==> config.mk <==
export PLATFORM = sky130hd
export DESIGN_NAME = mbist_wb_bridge
export DESIGN_NICKNAME = d
export VERILOG_FILES = /design/src/rtl/mbist_wb_bridge.sv
export SDC_FILE = /design/constraint.sdc
export NUM_CORES = 1
export LEC_CHECK = 0
export ABC_AREA = 1
export BUFFER_PORTS_ARGS = -buffer_cell sky130_fd_sc_hd__buf_2
export CAP_MARGIN = 30
export CORE_MARGIN = 2
export CORE_UTILIZATION = 30
export CTS_CLUSTER_SIZE = 20
export DETAILED_ROUTE_END_ITERATION = 16
export PLACE_DENSITY = 0.55
export SLEW_MARGIN = 20
export SYNTH_ARGS = -nofsm -noshare
export SYNTH_HDL_FRONTEND = slang
export SYNTH_SLANG_ARGS = --single-unit
==> constraint.sdc <==
create_clock -name wb_clk_i -period 5.9 [get_ports wb_clk_i]
set_input_delay 1.18 -clock wb_clk_i [delete_from_list [all_inputs] [get_ports wb_clk_i]]
set_output_delay 1.18 -clock wb_clk_i [all_outputs]
set_load 0.02 [all_outputs]
==> src/rtl/mbist_wb_bridge.sv <==
// mbist_wb_bridge: burst Wishbone-style port onto a bank of BIST SRAMs, with
// latency-hiding read prefetch and sequential addressing across SRAM boundaries.
module mbist_wb_bridge #(
    parameter int BIST_NO_SRAM = 4,
    parameter int BIST_ADDR_WD = 9,
    parameter int BIST_DATA_WD = 32,
    parameter int MEM_RD_LAT   = 2,
    parameter int CS_WD        = $clog2(BIST_NO_SRAM)
) (
    input  logic                      wb_clk_i,
    input  logic                      rst_n,
    input  logic                      wb_stb_i,
    input  logic                      wb_we_i,
    input  logic [BIST_ADDR_WD-1:0]   wb_adr_i,
    input  logic [CS_WD-1:0]          wb_cs_i,
    input  logic [BIST_DATA_WD-1:0]   wb_dat_i,
    input  logic [BIST_DATA_WD/8-1:0] wb_sel_i,
    input  logic [9:0]                wb_bl_i,
    input  logic                      wb_bry_i,
    output logic [BIST_DATA_WD-1:0]   wb_dat_o,
    output logic                      wb_ack_o,
    output logic                      wb_lack_o,
    output logic                      wb_err_o,
    output logic                      mem_req,
    output logic [CS_WD-1:0]          mem_cs,
    output logic [BIST_ADDR_WD-1:0]   mem_addr,
    output logic                      mem_we,
    output logic [BIST_DATA_WD/8-1:0] mem_wmask,
    output logic [BIST_DATA_WD-1:0]   mem_wdata,
    input  logic [BIST_DATA_WD-1:0]   mem_rdata
);
    localparam int FD = MEM_RD_LAT + 1;
    localparam int FW = $clog2(FD + 1);
    localparam int AW = $clog2(FD);
    localparam logic [AW-1:0] FLAST = AW'(FD - 1);
    localparam logic [CS_WD:0] NSRAM = (CS_WD + 1)'(BIST_NO_SRAM);
    localparam logic [CS_WD-1:0] LAST_CS = CS_WD'(BIST_NO_SRAM - 1);
    localparam logic [1:0] IDLE = 2'd0, WRITE = 2'd1, READ = 2'd2, ERROR = 2'd3;
    logic [1:0]              state;
    logic [CS_WD-1:0]        ptr_cs, nxt_cs;
    logic [BIST_ADDR_WD-1:0] ptr_addr;
    logic [9:0]              blen, issued, beats;
    logic [FW-1:0]           pend, fcnt;
    logic [FW:0]             used;
    logic [AW-1:0]           rd_ptr, wr_ptr;
    logic [MEM_RD_LAT-1:0]   rd_sr;
    logic [BIST_DATA_WD-1:0] fifo [2**AW];
    logic [BIST_DATA_WD-1:0] head;
    logic accept, bad_req, cap, avail, wr_beat, rd_beat, last_beat, issue, push, pop;
    assign accept    = state == IDLE && wb_stb_i && wb_bry_i && !wb_lack_o;
    assign bad_req   = {1'b0, wb_cs_i} >= NSRAM || wb_bl_i == '0;
    // rd_sr tracks each read from the cycle after mem_req until its data is valid
    assign cap       = rd_sr[MEM_RD_LAT-1];
    assign avail     = cap || fcnt != '0;
    assign wr_beat   = state == WRITE && wb_stb_i && wb_bry_i;
    assign rd_beat   = state == READ && wb_stb_i && wb_bry_i && avail;
    assign last_beat = beats + 10'd1 == blen;
    // an empty FIFO lets arriving data bypass straight to the bus
    assign head      = fcnt != '0 ? fifo[rd_ptr] : mem_rdata;
    assign push      = cap && !(rd_beat && fcnt == '0);
    assign pop       = rd_beat && fcnt != '0;
    // a credit freed by this cycle's beat may be reused at once, sustaining one beat per cycle
    assign used      = {1'b0, pend} + {1'b0, fcnt} - (FW + 1)'(rd_beat);
    assign issue     = state == READ && issued != blen && used < (FW + 1)'(FD);
    assign nxt_cs    = &ptr_addr ? (ptr_cs == LAST_CS ? '0 : ptr_cs + 1'b1) : ptr_cs;
    always_ff @(posedge wb_clk_i) begin
        if (push) fifo[wr_ptr] <= mem_rdata;
    end
    always_ff @(posedge wb_clk_i or negedge rst_n) begin
        if (!rst_n) begin
            state     <= IDLE;
            ptr_cs    <= '0;
            ptr_addr  <= '0;
            blen      <= '0;
            issued    <= '0;
            beats     <= '0;
            pend      <= '0;
            fcnt      <= '0;
            rd_ptr    <= '0;
            wr_ptr    <= '0;
            rd_sr     <= '0;
            wb_dat_o  <= '0;
            wb_ack_o  <= 1'b0;
            wb_lack_o <= 1'b0;
            wb_err_o  <= 1'b0;
            mem_req   <= 1'b0;
            mem_cs    <= '0;
            mem_addr  <= '0;
            mem_we    <= 1'b0;
            mem_wmask <= '0;
            mem_wdata <= '0;
        end else begin
            rd_sr <= MEM_RD_LAT'({rd_sr, mem_req & ~mem_we});
            pend  <= pend + FW'(issue) - FW'(cap);
            fcnt  <= fcnt + FW'(push) - FW'(pop);
            if (push) wr_ptr <= wr_ptr == FLAST ? '0 : wr_ptr + 1'b1;
            if (pop) rd_ptr <= rd_ptr == FLAST ? '0 : rd_ptr + 1'b1;
            case (state)
                IDLE: begin
                    wb_ack_o  <= 1'b0;
                    wb_lack_o <= 1'b0;
                    wb_err_o  <= 1'b0;
                    mem_req   <= 1'b0;
                    if (accept) begin
                        ptr_cs   <= wb_cs_i;
                        ptr_addr <= wb_adr_i;
                        blen     <= wb_bl_i;
                        issued   <= '0;
                        beats    <= '0;
                        if (bad_req) begin
                            state     <= ERROR;
                            wb_err_o  <= 1'b1;
                            wb_lack_o <= 1'b1;
                        end else begin
                            state <= wb_we_i ? WRITE : READ;
                        end
                    end
                end
                WRITE: begin
                    mem_req  <= wr_beat;
                    wb_ack_o <= wr_beat;
                    if (wr_beat) begin
                        mem_we    <= 1'b1;
                        mem_cs    <= ptr_cs;
                        mem_addr  <= ptr_addr;
                        mem_wdata <= wb_dat_i;
                        mem_wmask <= wb_sel_i;
                        ptr_cs    <= nxt_cs;
                        ptr_addr  <= ptr_addr + 1'b1;
                        beats     <= beats + 10'd1;
                        if (last_beat) begin
                            wb_lack_o <= 1'b1;
                            state     <= IDLE;
                        end
                    end
                end
                READ: begin
                    mem_req  <= issue;
                    wb_ack_o <= rd_beat;
                    if (issue) begin
                        mem_we   <= 1'b0;
                        mem_cs   <= ptr_cs;
                        mem_addr <= ptr_addr;
                        ptr_cs   <= nxt_cs;
                        ptr_addr <= ptr_addr + 1'b1;
                        issued   <= issued + 10'd1;
                    end
                    if (rd_beat) begin
                        wb_dat_o <= head;
                        beats    <= beats + 10'd1;
                        if (last_beat) begin
                            wb_lack_o <= 1'b1;
                            state     <= IDLE;
                        end
                    end
                end
                ERROR: begin
                    wb_err_o  <= 1'b0;
                    wb_lack_o <= 1'b0;
                    state     <= IDLE;
                end
            endcase
        end
    end
endmodule
-- Yosys cells after proc, flatten, opt, wreduce, memory -nomap -nowiden
Memories as Yosys holds them, arrays and structs flattened.
Index checks and enable logic that the tools add are counted.
- multiplexer cells: 46
- eq/ne operators: 12
- reduce and logical (&&, ||, !) cells: 34
- $lt $le $gt $ge: 1
- $add $sub $neg: 12
- bitwise logic cells: 2
- operators with widths (cell ; count):
    2-to-1 mux 9 bit ; 5
    2-to-1 mux 10 bit ; 4
    2-to-1 mux 32 bit ; 1
    2-to-1 mux 2 bit ; 15
    case mux 10 bit (3 select lines) ; 1
    case mux 9 bit (3 select lines) ; 1
    adder 10 x 1 -> 10 bit, second input constant ; 2
    case mux 10 bit (2 select lines) ; 1
    case mux 9 bit (2 select lines) ; 1
    logical AND 1 bit ; 13
    equality test 10 bit ; 1
    equality test 2 bit, second input constant ; 5
    logical NOT 10 bit ; 1
    != test 10 bit ; 1
    adder 9 x 1 -> 9 bit, second input constant ; 1
    2-to-1 mux 1 bit ; 9
    AND reduction 3 bit ; 3
    AND reduction 9 bit ; 1
    != test 2 bit, second input constant ; 4
    case mux 2 bit (4 select lines) ; 1
    AND reduction 2 bit ; 4
    AND reduction 4 bit ; 2
    nonzero test 2 bit ; 4
    adder 2 x 1 -> 2 bit, second input constant ; 3
    other kinds (17) ; 23
- memories kept: 1
- logic and storage cells: 129
- flip-flop bits (word level): 137
- memory bits (writable): 128
- bits of input ports: 94
- memories (name ; depth ; width ; rd ports ; clocked after memory_dff ; write ports ; RTL line ; source):
    fifo ; 4 ; 32 ; 1 ; 0 ; 1 ; 47 ; logic [BIST_DATA_WD-1:0] fifo [2**AW];

-- Logic depth before layout (Yosys ltp)
Gate-level depths: netlist of run 1.
- depth after elaboration: 9
- depth in mapped cells: 20
- gate-level depth less buffers: 18

-- Worst setup path before layout of run 1
No wires, ideal clock.
- kind: input port to flip-flop
- from: in wb_stb_i
- to: mem fifo[2][0], enable pin
- arrival time: 4146 ps
- stages: 9
- setup slack: 1293 ps
- cells stage by stage: nand2_1 -> nor2_1 -> nand2_2 -> inv_2 -> nand2_1 -> inv_2 -> nor2_1 -> inv_1 -> nor3_1
- cells in the longest elaborated chain, start to end: 8
- ends and longest elaborated chain (item ; RTL line ; source):
    start: declaration ; 12 ; input logic wb_stb_i,
    logical AND 1 bit (3 in a row) ; 56 ; assign rd_beat = state == READ && wb_stb_i && wb_bry_i && avail;
    logical AND 1 bit ; 60 ; assign push = cap && !(rd_beat && fcnt == '0);
    logical NOT 1 bit ; 60 ;
    logical AND 1 bit ; 60 ;
    2-to-1 mux 1 bit ; 67 ; if (push) fifo[wr_ptr] <= mem_rdata;
    2-to-1 mux 1 bit (not written as such) ; 67 ;
    end: declaration ; 47 ;
No other way between the ends.

-- Worst setup path after layout of run 1
- from: reg state[0]
- to: reg pend[1]
- cells in the longest elaborated chain, start to end: 9
- ends and longest elaborated chain (item ; RTL line ; source):
    start: declaration ; 39 ; logic [1:0] state;
    start signal: assignment ; 115 ; state <= wb_we_i ? WRITE : READ;
    equality test 2 bit (*) ; 56, 64 ;
    logical AND 1 bit (3 in a row) ; 56 ;
    subtractor 3 x 1 -> 3 bit ; 63 ; assign used = {1'b0, pend} + {1'b0, fcnt} - (FW + 1)'(rd_beat);
    less-than comparator 3 x 2 -> 1 bit ; 64 ; assign issue = state == READ && issued != blen && used < (FW + 1)'(FD);
    logical AND 1 bit (*) ; 64 ;
    adder 2 x 1 -> 2 bit (*) ; 94 ; pend <= pend + FW'(issue) - FW'(cap);
    subtractor 2 x 1 -> 2 bit (*) ; 94 ;
    end signal: assignment ; 94 ;
    end: declaration ; 43 ; logic [FW-1:0] pend, fcnt;
Every way passes the cells marked *; elsewhere a longest branch is shown, timed or not.
A chain may end at the register's enable or synchronous reset.

==> results of run 1 <==
==> power by group through the flow <==
stage / clock network, mW / registers [mW] / logic, mW
6_report: 1.99 / 2.64 / 2.30
5_1_grt: 2.11 / 2.69 / 2.59
4_1_cts: 2.04 / 2.64 / 2.33
3_5_place_dp: 0 / 2.67 / 2.32
3_3_place_gp: 0 / 2.67 / 2.28
2_1_floorplan: 0 / 2.94 / 1.24
==> flip-flops by register name, summed over array words and instances, names as in the netlist, 4 cells and up <==
register	cells
wb_dat_o	32
ptr_addr	9
mem_addr	9
beats	10
blen	10
mem_wdata	32
issued	10
fifo	128
mem_wmask	4
==> layer usage <==
layer	GRT usage (%)	wire [um]	share of wire [%]
met1	19.92	12990	46
met3	3.441	1644	5.8
met2	23.84	13300	47
met5	0	35	0.12
met4	2.868	525	1.8
==> cell type report <==
class	count	area, um2	area share, %
clock buffer	41	884.6	6.377
clock inverter	15	188.9	1.362
inverter	57	214.0	1.542
multi-input combinational	714	3641	26.25
sequential	265	7272	52.43
tap	474	593.1	4.276
timing repair buffer	191	1077	7.767
==> path summary, 6_finish.rpt <==
kind | start | end | depth (start not counted)
setup / recovery | state[0]$_DFFE_PN0P_ | pend[1]$_DFF_PN0_ | 19
hold / removal | rd_sr[0]$_DFF_PN0_ | rd_sr[1]$_DFF_PN0_ | 0
setup reg to reg | state[0]$_DFFE_PN0P_ | pend[1]$_DFF_PN0_ | 19
hold reg to reg | rd_sr[0]$_DFF_PN0_ | rd_sr[1]$_DFF_PN0_ | 0
max in group asynchronous | rst_n | mem_wdata[12]$_DFFE_PN0P_ | 2
min in group asynchronous | rst_n | blen[9]$_DFFE_PN0P_ | 1
==> logic make-up (layout without fill, tap and decap cells) <==
group           count (synthesis)  after routing  synth area share, %
compound gates                173            173                9.133
xor+xnor                       28             28                2.175
fa+ha+maj                      18             18                2.064
buf+inv                        96            304                3.518
flops                         265            265                64.50
mux                             8              8               0.7103
simple gates                  487            487                17.90
==> cells in the mapped netlist <==
library cell	number	area share, %
nand2_2	4	0.22
nand3_2	1	0.089
buf_1	1	0.033
nor3_1	5	0.22
inv_2	6	0.20
fa_1	1	0.18
buf_6	2	0.20
nand3b_1	3	0.20
xor2_1	16	1.2
buf_4	3	0.20
dfrtp_1	137	30
clkinv_1	1	0.033
nand4_1	3	0.17
o21ai_1	17	0.75
o31ai_1	2	0.13
o21bai_1	5	0.33
o21ai_2	1	0.078
a21oi_2	1	0.078
nor3_2	2	0.18
a21oi_1	5	0.22
o21ai_0	88	3.9
or2_0	1	0.056
nor2_2	4	0.22
nand2_4	3	0.30
clkbuf_1	25	0.83
nor2_1	70	2.3
mux2i_1	8	0.71
nor4_1	2	0.11
and2_1	1	0.056
edfxtp_1	128	34
a22o_1	1	0.078
ha_1	17	1.9
o21ai_4	1	0.14
inv_1	50	1.7
o22ai_1	7	0.39
a22oi_1	44	2.9
nor3_4	1	0.14
buf_2	8	0.36
xnor2_1	12	0.93
nand2_1	328	11
nand3_1	53	2.4
or2_2	6	0.33
o211a_1	1	0.089
==> per-stage QoR <==
step	cell area [um2]	utilization (%)	hold WS, ns	cells	worst slack, ns
floorplan	11270	-	0.3312	1075	1.293
global placement	12690	34.00	0.3344	1697	1.710
detailed placement	12740	34.15	0.3458	1699	1.660
CTS	13820	37.03	0.3574	1755	2.047
global route	13870	37.18	0.3668	1757	1.754
finish	13870	37.18	0.3561	1757	2.101
==> worst max-delay path: stages (launching register included) <==
cell	delay, ns
dfrtp_1	0.41
inv_1	0.09
ha_1	0.38
inv_2	0.19
nor2_1	0.07
nand2_2	0.06
buf_4	0.41
inv_2	0.10
ha_1	0.29
inv_1	0.06
ha_1	0.13
inv_1	0.04
fa_1	0.36
xor2_1	0.16
o211a_1	0.20
o21ai_4	0.09
ha_1	0.28
inv_1	0.04
ha_1	0.18
xnor2_1	0.12
==> summary.log, run 1 <==
INFO  status         status=finished clean
INFO  power          net-switching-power=2.582mW
INFO  route          firstDrtPassIters=4
INFO  route          postRouteAntennaNets=0
INFO  route          detail_route.vias_per_cell=4.660
INFO  critical_path  setup.worst_path.start_class=flip-flop
INFO  power          part_of_the_total_power_dissipated_in_the_clock_network=28.7%
INFO  clocking       clk_path_buf_depth=3
INFO  clocking       clk_transition_reported_paths=0.05ns
INFO  timing         hold_viol=0
INFO  die            design.die.area=0.03915mm2
INFO  critical_path  r2r_setup_slack=2.10ns
INFO  power          cellPowerDensity=499.2mW/mm2
INFO  critical_path  crit_path_max_fanout=35
INFO  final_layout   area_delta_synth_final=23.03%
INFO  hold_path      hold_class=flip-flop to flip-flop
INFO  timing         fin_worst_skew=0.01479ns
INFO  logic_synthesis syn-mean-instance-area=10.49um2
INFO  die            num_io_pins=178
INFO  clocking       cts_resized=0
INFO  critical_path  crit_type=flip-flop to flip-flop
INFO  logic_synthesis synthesis.instances=1,075
INFO  power          power.leakage=6.059nW
INFO  die            rows=71
INFO  global_routing grt_use_total=14.62%
INFO  power          power.share.switching=37.29%
INFO  placement      io_buffer_count=177
INFO  timing         fmax=0.2632GHz
INFO  clocking       root_buffer=clkbuf_16
INFO  timing         setup_viol=0
INFO  final_layout   num-fill-cells=3,712
INFO  final_layout   mostFrequentLayoutCells=nand2_1, buf_2, dfrtp_1
INFO  logic_synthesis ys_seq_area_share=64.50%
INFO  logic_synthesis syn_nets=1,187
INFO  final_layout   final_nets=1,372
INFO  route          drt_first_iter_violations=526
INFO  power          part_of_the_total_power_dissipated_in_combinational_logic=33.2%
INFO  final_layout   diodes=0
INFO  logic_synthesis yosys_warnings=0
INFO  critical_path  worst_ep_arrival_time=4.25ns
INFO  clocking       cts.sink_count=265
INFO  logic_synthesis synth_cell_type_count=43
INFO  critical_path  timing.critical_path.required=6.35ns
INFO  timing         setup_total_negative_slack=0ns
INFO  die            die_y=197.9um
INFO  timing         final_period_minus_worst_setup_slack=3.799ns
INFO  die            die_w=197.9um
INFO  route          vias=8,188
INFO  global_routing grt_pass1_wl=45.10mm
INFO  power          total_power_of_the_final_layout=6.924mW
INFO  timing         maxSlewViolCount=0
INFO  clocking       total_clock_buffers_created_by_cts=31
INFO  global_routing via_count_of_the_first_global_routing_pass=8,203
INFO  route          drcViolationCount=0
INFO  timing         timing_worst_slew_pin_value=0.7098ns
INFO  die            start_util=30.22%
INFO  timing         min_period_over_period=64.40%
INFO  clocking       cts_hold_buf=0
INFO  timing         timing.slew.headroom=52.63%
INFO  final_layout   layout-drive-gt1-share=21.51%
INFO  placement      place.detailed.hpwl=18.31mm
INFO  power          irDropWorstVdd=0.2889mV
INFO  clocking       insertion_delay=0.57ns
INFO  route          routedWlPerCell=16.22um
INFO  power          internal-power=4.342mW
INFO  clocking       cts_tree=done
INFO  route          detail_route.wirelength=28.50mm
INFO  die            core-area=0.03731mm2
INFO  run            maxCapViolCount=0
INFO  global_routing grt_antenna_before_repair=3
INFO  critical_path  crit_path_end_kind=flip-flop
INFO  placement      gp_routability_congestion=0.7736
INFO  power          seq_power_share=38.2%
INFO  global_routing grt_remaining_overflow=0
INFO  logic_synthesis synth_seq_cells=265
INFO  final_layout   mostFrequentLayoutCell=nand2_1
INFO  global_routing grt_start_max_net_pins=92
INFO  logic_synthesis syn_area=0.01127mm2
INFO  clocking       post_cts.repair.setup_buffers=0
INFO  timing         rsz0062_at_grt=no
INFO  clocking       ctsHtreeMaxLevel=1
Note: power is estimated with default switching activity, not from simulation.
==> run 2: changes to the inputs <==
==> constraint.sdc (replaced) <==
create_clock -name wb_clk_i -period 3.8 [get_ports wb_clk_i]
set_input_delay 0.76 -clock wb_clk_i [delete_from_list [all_inputs] [get_ports wb_clk_i]]
set_output_delay 0.76 -clock wb_clk_i [all_outputs]
set_load 0.02 [all_outputs]
==> run 2 against run 1 <==
- clock skew is 0.0015 ns higher
- combinational power is 53% higher
- global-route usage is 0.14 points lower
- cell count is 0.17% higher
- sequential power is 56% higher
- sequential share of layout area is 0.73 points higher
- first-iteration DRC count is 31% lower
- maximum frequency is 22% higher
- register-to-register slack worse by 1.4 ns
- via count hardly changed
- critical path type unchanged
- critical endpoint is now ptr_addr[0]$_DFFE_PN0P_
- largest cell class unchanged
- largest power group unchanged
- highest routed layer unchanged
==> summary.log, run 2 (synthesis gave the netlist of run 1 again) <==
INFO  status         status=finished clean
INFO  clocking       cts_tree=done
INFO  route          detail_route.vias_per_cell=4.656
INFO  route          routed.top_layer=met5
INFO  final_layout   largest_reg_flops=128
INFO  power          power.leakage=5.977nW
INFO  timing         maxSlewViolCount=0
INFO  critical_path  crit_type=flip-flop to flip-flop
INFO  critical_path  critical_path_buf_inv_count=5
INFO  route          vias=8,194
INFO  critical_path  r2r_setup_slack=0.69ns
INFO  power          part_of_the_total_power_dissipated_in_the_clock_network=26.1%
INFO  critical_path  slowest_stage=dfrtp_1
INFO  clocking       total_clock_buffers_created_by_cts=30
INFO  timing         finalHoldWorstSlack=0.1470ns
INFO  route          detail_route.wirelength=28.28mm
INFO  timing         timing.slew.headroom=48.38%
INFO  die            rows=71
INFO  timing         setup_viol=0
INFO  power          part_of_the_total_power_dissipated_in_combinational_logic=34.1%
INFO  critical_path  timing.critical_path.required=4.23ns
INFO  timing         final_period_minus_worst_setup_slack=3.105ns
INFO  route          met3_routed_wirelength=1.747mm
INFO  power          net-switching-power=3.948mW
INFO  clocking       ctsHtreeMaxLevel=1
INFO  die            num_io_pins=178
INFO  clocking       clk_transition_reported_paths=0.06ns
INFO  clocking       cts_hold_buf=0
INFO  global_routing grt_remaining_overflow=0
INFO  power          total_power_of_the_final_layout=10.36mW
INFO  critical_path  cp_top_family=adder cells
INFO  placement      place.detailed.hpwl=17.76mm
INFO  final_layout   number_of_standard_cells_in_the_layout_taps_in_and_fillers_out=1,760
INFO  critical_path  critical-path-max-stage-delay=0.42ns
INFO  run            maxCapViolCount=0
INFO  final_layout   area_delta_synth_final=21.34%
INFO  power          power.share.switching=38.11%
INFO  die            die_w=197.9um
INFO  final_layout   layout-drive-gt1-share=21.15%
INFO  final_layout   final_nets=1,375
INFO  timing         fmax=0.3220GHz
INFO  critical_path  crit_path_end_kind=flip-flop
INFO  global_routing via_count_of_the_first_global_routing_pass=8,294
INFO  timing         hold_viol=0
INFO  clocking       clk_path_buf_depth=3
INFO  clocking       insertion_delay=0.56ns
INFO  timing         min_period_over_period=81.72%
INFO  power          internal-power=6.411mW
INFO  critical_path  cp_cell_sequence=inv_1, ha_1, inv_2, nor2_1, nand2_2, inv_2, ha_1, inv_1, ha_1, inv_1, fa_1, xor2_1, o211a_1, o21ai_4, a21oi_2, nand2_2, nand2_1, o21ai_1
INFO  clocking       cts.sink_count=265
INFO  die            die_y=197.9um
INFO  hold_path      hold_class=input pin to asynchronous set/reset pin
INFO  route          met1Wirelength=12.73mm
INFO  final_layout   mostFrequentLayoutCell=nand2_1
INFO  route          drt_first_iter_violations=362
INFO  global_routing grt_use_total=14.48%
INFO  timing         rsz0062_at_grt=no
INFO  route          postRouteAntennaNets=0
INFO  critical_path  worst_ep_arrival_time=3.53ns
INFO  timing         fin_worst_skew=0.01627ns
INFO  die            design.die.area=0.03915mm2
INFO  final_layout   diodes=0
INFO  placement      io_buffer_count=177
INFO  clocking       root_buffer=clkbuf_16
INFO  final_layout   mostFrequentLayoutCells=nand2_1, buf_2, dfrtp_1
INFO  power          irDropWorstVdd=0.4525mV
INFO  clocking       cts_resized=0
INFO  placement      post-place-cells=1,705
INFO  die            core-area=0.03731mm2
INFO  global_routing grt_antenna_before_repair=1
INFO  route          detailed_route_wirelength_on_metal2=13.30mm
INFO  power          cellPowerDensity=757.2mW/mm2
INFO  global_routing grt_start_max_net_pins=61
INFO  route          drcViolationCount=0
INFO  placement      gp_routability_congestion=0.7906
INFO  final_layout   reg_top3=fifo (128), mem_wdata (32), wb_dat_o (32)
INFO  clocking       post_cts.repair.setup_buffers=0
INFO  die            start_util=30.22%
INFO  final_layout   top_register=fifo
INFO  critical_path  crit_path_max_fanout=17
INFO  timing         timing_worst_slew_pin_value=0.7672ns
INFO  critical_path  setup.worst_path.start_class=flip-flop
INFO  route          firstDrtPassIters=5
INFO  power          seq_power_share=39.8%
INFO  global_routing grt_pass1_wl=44.83mm
INFO  route          routedWlPerCell=16.07um
-- run 2: cell count changes in the layout (fill, tap and decap cells not counted), sizes merged --
cell,previous run,this run
buf,191,195
bufinv,4,1
clkbuf,41,38
clkinv,10,14
clkinvlp,1,2
-- run 2: area by class of cell --
| class | instances | area (um2) |
|---|---|---|
| clock buffer | 38 | 812.0 |
| clock inverter | 17 | 108.9 |
| fill | 3734 | 23630 |
| inverter | 57 | 214.0 |
| multi-input combinational | 714 | 3641 |
| sequential | 265 | 7272 |
| tap | 474 | 593.1 |
| timing repair buffer | 195 | 1040 |
-- run 2: layer usage --
metal,GRT usage [%],up-vias
li1,-,4018
met5,0,-
met1,18.95,3929
met4,3.175,2
met2,24.71,202
met3,2.998,43
-- run 2: through the flow --
stage	setup slack, ns	cell area [um2]	setup TNS (ns)	utilization (%)
2_1_floorplan	-0.3873	11270	-24.78	-
3_3_place_gp	0.5082	12760	0	34.20
3_5_place_dp	0.4926	12760	0	34.20
4_1_cts	0.6891	13680	0	36.67
5_1_grt	0.4362	13680	0	36.67
6_report	0.6946	13680	0	36.67
-- run 2: path summary, 6_finish.rpt --
kind	startpoint	end	depth (start not counted)
worst min register to register	rd_sr[0]$_DFF_PN0_	rd_sr[1]$_DFF_PN0_	0
max in group asynchronous	rst_n	wb_dat_o[7]$_DFFE_PN0P_	2
worst min-delay path	rst_n	wb_lack_o$_DFFE_PN0P_	1
min in group wb_clk_i	rd_sr[0]$_DFF_PN0_	rd_sr[1]$_DFF_PN0_	0
worst max-delay path	state[0]$_DFFE_PN0P_	ptr_addr[0]$_DFFE_PN0P_	18
worst max register to register	state[0]$_DFFE_PN0P_	ptr_addr[0]$_DFFE_PN0P_	18
-- run 2: power groups by stage --
stage	combinational, mW	sequential (mW)	clock, mW
floorplan	1.93	4.56	0
global placement	3.52	4.16	0
detailed placement	3.58	4.17	0
CTS	3.59	4.13	2.81
global route	3.98	4.21	2.91
finish	3.53	4.13	2.70
